File: config.mk
export PLATFORM = sky130hd
export DESIGN_NAME = rx_frame_controller
export DESIGN_NICKNAME = d
export VERILOG_FILES = /design/src/rtl/rx_frame_controller.sv
export SDC_FILE = /design/constraint.sdc
export NUM_CORES = 1
export LEC_CHECK = 0
export BUFFER_PORTS_ARGS = -buffer_cell sky130_fd_sc_hd__clkbuf_2
export CORE_MARGIN = 8
export CORE_UTILIZATION = 55
export CTS_CLUSTER_DIAMETER = 200
export CTS_CLUSTER_SIZE = 16
export DETAILED_ROUTE_END_ITERATION = 12
export PLACE_DENSITY = 0.84
export REMOVE_ABC_BUFFERS = 1
export SYNTH_ARGS = -nofsm -noshare
export SYNTH_HDL_FRONTEND = slang
export SYNTH_SLANG_ARGS = --single-unit
File: constraint.sdc
create_clock -name clk -period 2.7 [get_ports clk]
set_input_delay 0.54 -clock clk [delete_from_list [all_inputs] [get_ports clk]]
set_output_delay 0.54 -clock clk [all_outputs]
set_load 0.01 [all_outputs]
File: src/rtl/rx_frame_controller.sv
// UART receive framing FSM: start validation, data shift, optional parity, stop check.
// Frame results and detector re-arm are issued in the clock cycle of the sampling tick.
module rx_frame_controller #(
    parameter int DATA_BITS  = 8,
    parameter int OVERSAMPLE = 16,
    parameter int PARITY_EN  = 0,
    parameter int PARITY_ODD = 0
) (
    input  logic                 clk,
    input  logic                 rx_arst_n,
    input  logic                 rx_en,
    input  logic                 rx_rst,
    input  logic                 baud_tick,
    input  logic                 begin_receive,
    input  logic                 rx,
    output logic                 det_rearm,
    output logic [DATA_BITS-1:0] rx_data,
    output logic                 rx_valid,
    output logic                 frame_err,
    output logic                 parity_err,
    output logic                 busy
);

    localparam int TW = $clog2(OVERSAMPLE);
    localparam int BW = $clog2(DATA_BITS + 1);
    localparam logic [TW-1:0] HALF_LAST = TW'(OVERSAMPLE / 2 - 1);
    localparam logic [TW-1:0] FULL_LAST = TW'(OVERSAMPLE - 1);
    localparam logic [BW-1:0] BIT_LAST  = BW'(DATA_BITS - 1);
    localparam logic          HAS_PAR   = (PARITY_EN != 0);
    localparam logic          ODD_PAR   = (PARITY_ODD != 0);

    typedef enum logic [2:0] {
        IDLE,
        START,
        DATA,
        PARITY,
        STOP
    } state_t;

    state_t               state_q, state_d;
    logic [TW-1:0]        tick_q, tick_d;
    logic [BW-1:0]        bit_q, bit_d;
    logic [DATA_BITS-1:0] shreg_q, shreg_d;
    logic [DATA_BITS-1:0] data_q;
    logic                 par_q, par_d;
    logic                 load_c;
    logic                 ferr_c;
    logic                 perr_c;
    logic                 rearm_c;
    logic                 half_pt;
    logic                 full_pt;

    assign half_pt = baud_tick && (tick_q == HALF_LAST);
    assign full_pt = baud_tick && (tick_q == FULL_LAST);

    always_comb begin
        state_d = state_q;
        tick_d  = tick_q;
        bit_d   = bit_q;
        shreg_d = shreg_q;
        par_d   = par_q;
        load_c  = 1'b0;
        ferr_c  = 1'b0;
        perr_c  = 1'b0;
        rearm_c = 1'b0;

        if (baud_tick) begin
            tick_d = tick_q + 1'b1;
        end

        unique case (state_q)
            IDLE: begin
                tick_d = '0;
                bit_d  = '0;
                if (begin_receive) begin
                    state_d = START;
                end
            end
            START: begin
                if (half_pt) begin
                    tick_d = '0;
                    bit_d  = '0;
                    if (!rx) begin
                        state_d = DATA;
                    end else begin
                        state_d = IDLE;
                        rearm_c = 1'b1;
                    end
                end
            end
            DATA: begin
                if (full_pt) begin
                    tick_d  = '0;
                    shreg_d = {rx, shreg_q[DATA_BITS-1:1]};
                    bit_d   = bit_q + 1'b1;
                    if (bit_q == BIT_LAST) begin
                        state_d = HAS_PAR ? PARITY : STOP;
                    end
                end
            end
            PARITY: begin
                if (full_pt) begin
                    tick_d  = '0;
                    par_d   = rx;
                    state_d = STOP;
                end
            end
            STOP: begin
                if (full_pt) begin
                    tick_d  = '0;
                    state_d = IDLE;
                    rearm_c = 1'b1;
                    load_c  = rx;
                    ferr_c  = !rx;
                    perr_c  = HAS_PAR && (^shreg_q ^ par_q ^ ODD_PAR);
                end
            end
            default: begin
                state_d = IDLE;
            end
        endcase

        // Clear and disable abort any frame in progress without reporting it
        if (rx_rst || !rx_en) begin
            state_d = IDLE;
            tick_d  = '0;
            bit_d   = '0;
            rearm_c = 1'b1;
            load_c  = 1'b0;
            ferr_c  = 1'b0;
            perr_c  = 1'b0;
        end
    end

    always_ff @(posedge clk or negedge rx_arst_n) begin
        if (!rx_arst_n) begin
            state_q <= IDLE;
            tick_q  <= '0;
            bit_q   <= '0;
            shreg_q <= '0;
            par_q   <= 1'b0;
            data_q  <= '0;
        end else begin
            state_q <= state_d;
            tick_q  <= tick_d;
            bit_q   <= bit_d;
            shreg_q <= shreg_d;
            par_q   <= par_d;
            if (load_c) begin
                data_q <= shreg_q;
            end
        end
    end

    // New word is visible in the same cycle as its rx_valid pulse
    assign rx_data    = load_c ? shreg_q : data_q;
    assign rx_valid   = load_c;
    assign frame_err  = ferr_c;
    assign parity_err = perr_c;
    assign det_rearm  = rearm_c & rx_arst_n;
    assign busy       = (state_q != IDLE);

endmodule

==> impl_metrics.env <==
export IMPL_status="finished clean"
export IMPL_grt_setup_unrepaired="no"
export IMPL_antenna_found_initial=0
export IMPL_synth_warnings=0
export IMPL_path_class="register to output pin"
export IMPL_vdd_drop_max_mv=0.379
export IMPL_setup_slack_ns=0.112
export IMPL_yosysSeqAreaShare_pct=48.5
export IMPL_grt_max_degree=28
export IMPL_min_period_over_period_pct=95.8
export IMPL_max_freq_mhz=386
export IMPL_syn_avg_cell_area_um2=11.6
export IMPL_ys_ff_latch=27
export IMPL_required_ns=2.16
export IMPL_skew_ns=0.00165
export IMPL_vias=977
export IMPL_final_util_pct=63.7
export IMPL_vias_per_cell=5.82
export IMPL_place_hpwl_um=2040
export IMPL_finalSetupViolations=0
export IMPL_io_buffers=18
export IMPL_most_common_layout_cells="dfrtp_1 (26), clkbuf_2 (18), mux2_2 (17)"
export IMPL_antenna_left=0
export IMPL_synth_ff_type="dfrtp_1"
export IMPL_hp_class="input pin to asynchronous set/reset pin"
export IMPL_async_reset_ff_share_pct=100
export IMPL_synthCells=120
export IMPL_rows=18
export IMPL_clock_root_buffer="clkbuf_4"
export IMPL_cts_buffer_depth=2
export IMPL_synth_top_area_share_pct=48.5
export IMPL_dieArea_um2=4400
export IMPL_grt_overflow_total=0
export IMPL_slowest_delay_ns=0.54
export IMPL_core_area_um2=2430
export IMPL_drt_iter0_drc=57
export IMPL_track_usage_pct=14.0
export IMPL_fp_dieW_um=66.3
export IMPL_period_minus_slack_ns=2.59
export IMPL_dp_slack_ns=0.243
export IMPL_tns_ns=0
export IMPL_nets=148
export IMPL_cts_tree="built"
export IMPL_endpoint_kind="output pin"
export IMPL_numCtsBuffers=3
export IMPL_cts_sinks=27
export IMPL_start_util_pct=57.3
export IMPL_synth_area_leader_cell="dfrtp_1"
export IMPL_io_pins=20
export IMPL_gp_congestion=0.841
export IMPL_path_clk_slew_ns=0.15
export IMPL_cp_num_cells=5
export IMPL_htreeDepth=1
export IMPL_hold_viol_final=0
export IMPL_power_density_nw_per_um2=403
export IMPL_holdBufCountCts=0
export IMPL_synth_area_um2=1390
export IMPL_path_max_fanout=13
export IMPL_grt_pass1_wl_um=4730
export IMPL_n_antenna_cell=0
export IMPL_final_common_cell="dfrtp_1"
export IMPL_wl_um=2790
export IMPL_path_buf_inv=2
export IMPL_grt_pass1_vias=1046
export IMPL_cp_top_family="flip-flops"
export IMPL_clk_latency_ns=0.33
export IMPL_area_growth_pct=11.1
export IMPL_reg2regPathDepth=4
export IMPL_crit_chain="nand2b_1 > nor4_4 > buf_6 > mux2_2 > clkbuf_2"
export IMPL_drcViolationCount=0
export IMPL_critPathSlowestCell="dfrtp_1"
export IMPL_fp_dieH_um=66.3
export IMPL_worstPathArrival_ns=2.05
export IMPL_synth_edf_count=0
export IMPL_wl_per_cell_um=16.6
export IMPL_yosys_top_cells_area="dfrtp_1 (48%), mux2_2 (14%), nand4_1 (2.7%)"
export IMPL_ys_types=43
export IMPL_dr_pass1_iters=4
export IMPL_start_kind="register"
export IMPL_p_leak_uw=0.000718
export IMPL_report_final_slew_viol_count=0
export IMPL_drive_gt1_share_pct=37.0
export IMPL_cap_violations=0
-- synth_stat cells (2+ instances only) --
master	number
nand2b_1	2
a21oi_1	5
o211ai_1	2
nor2b_1	2
clkbuf_1	3
or3_1	2
nand2_1	6
nor2_1	6
o2111ai_1	2
ha_1	2
dfrtp_1	27
xor2_1	3
nand3_1	2
nand4_1	6
mux2_2	17
inv_1	2
buf_4	3
o21a_1	2
nor4b_1	2
-- final timing paths --
kind	to	from	slack, ns
max	rx_data[4]	state_q[1]	0.11
min	bit_q[3]	rx_arst_n	0.20
max reg2reg	data_q[4]	state_q[1]	1.02
min reg2reg	data_q[0]	data_q[0]	0.51
max in group asynchronous	tick_q[3]	rx_arst_n	2.24
min in group clk	data_q[0]	data_q[0]	0.51
-- stage by stage --
stage          total power, uW  hold WS, ns  cell area [um2]  cells
3_3_place_gp               450        0.480             1490    162
2_1_floorplan              428        0.244             1340    111
5_1_grt                    646        0.214             1550    168
4_1_cts                    631        0.206             1530    166
6_report                   625        0.202             1550    168
3_5_place_dp               451        0.486             1490    162
-- state kept, by name, summed over array words and instances (netlist names) --
signal / flops
bit_q: 4
data_q: 8
shreg_q: 8
state_q: 3
tick_q: 4
-- cell families after synthesis --
kind of cell | synth area share [%]
AND/OR/NAND/NOR | 18.5
XOR/XNOR | 2.51
flip-flops | 48.5
adder cells (fa/ha/maj) | 1.80
buffers and inverters | 4.67
AO/OA/AOI/OAI | 9.34
multiplexers | 14.5
other | 0.269
-- where the power goes --
group	total, uW	internal (uW)	switching (uW)
Clock	181	56.8	125
Combinational	35.3	12.1	23.2
Sequential	408	405	3.00
Total	625	474	151
-- metal layers --
layer | wire, um | GRT usage [%] | share of wire (%)
met5 | 0 | 0 | 0
met4 | 62 | 8.27 | 2.2
met2 | 1430 | 22.7 | 51
met3 | 65 | 3.05 | 2.3
met1 | 1230 | 16.5 | 44
-- area by class of cell --
cell class                 count  area [um2]
clock buffer                   3        22.5
sequential                    27         677
tap                           30        37.5
timing repair buffer          23         131
fill                         215         883
clock inverter                 1        7.51
multi-input combinational     82         666
inverter                       2        7.51
-- what timing repair did --
action,CTS,global route
setup endpoints to repair,8,8
pin swaps,0,1
gates resized for setup,2,2
endpoints found under the hold margin,0,0
setup buffers,0,2
(Power assumes the default switching activity.)
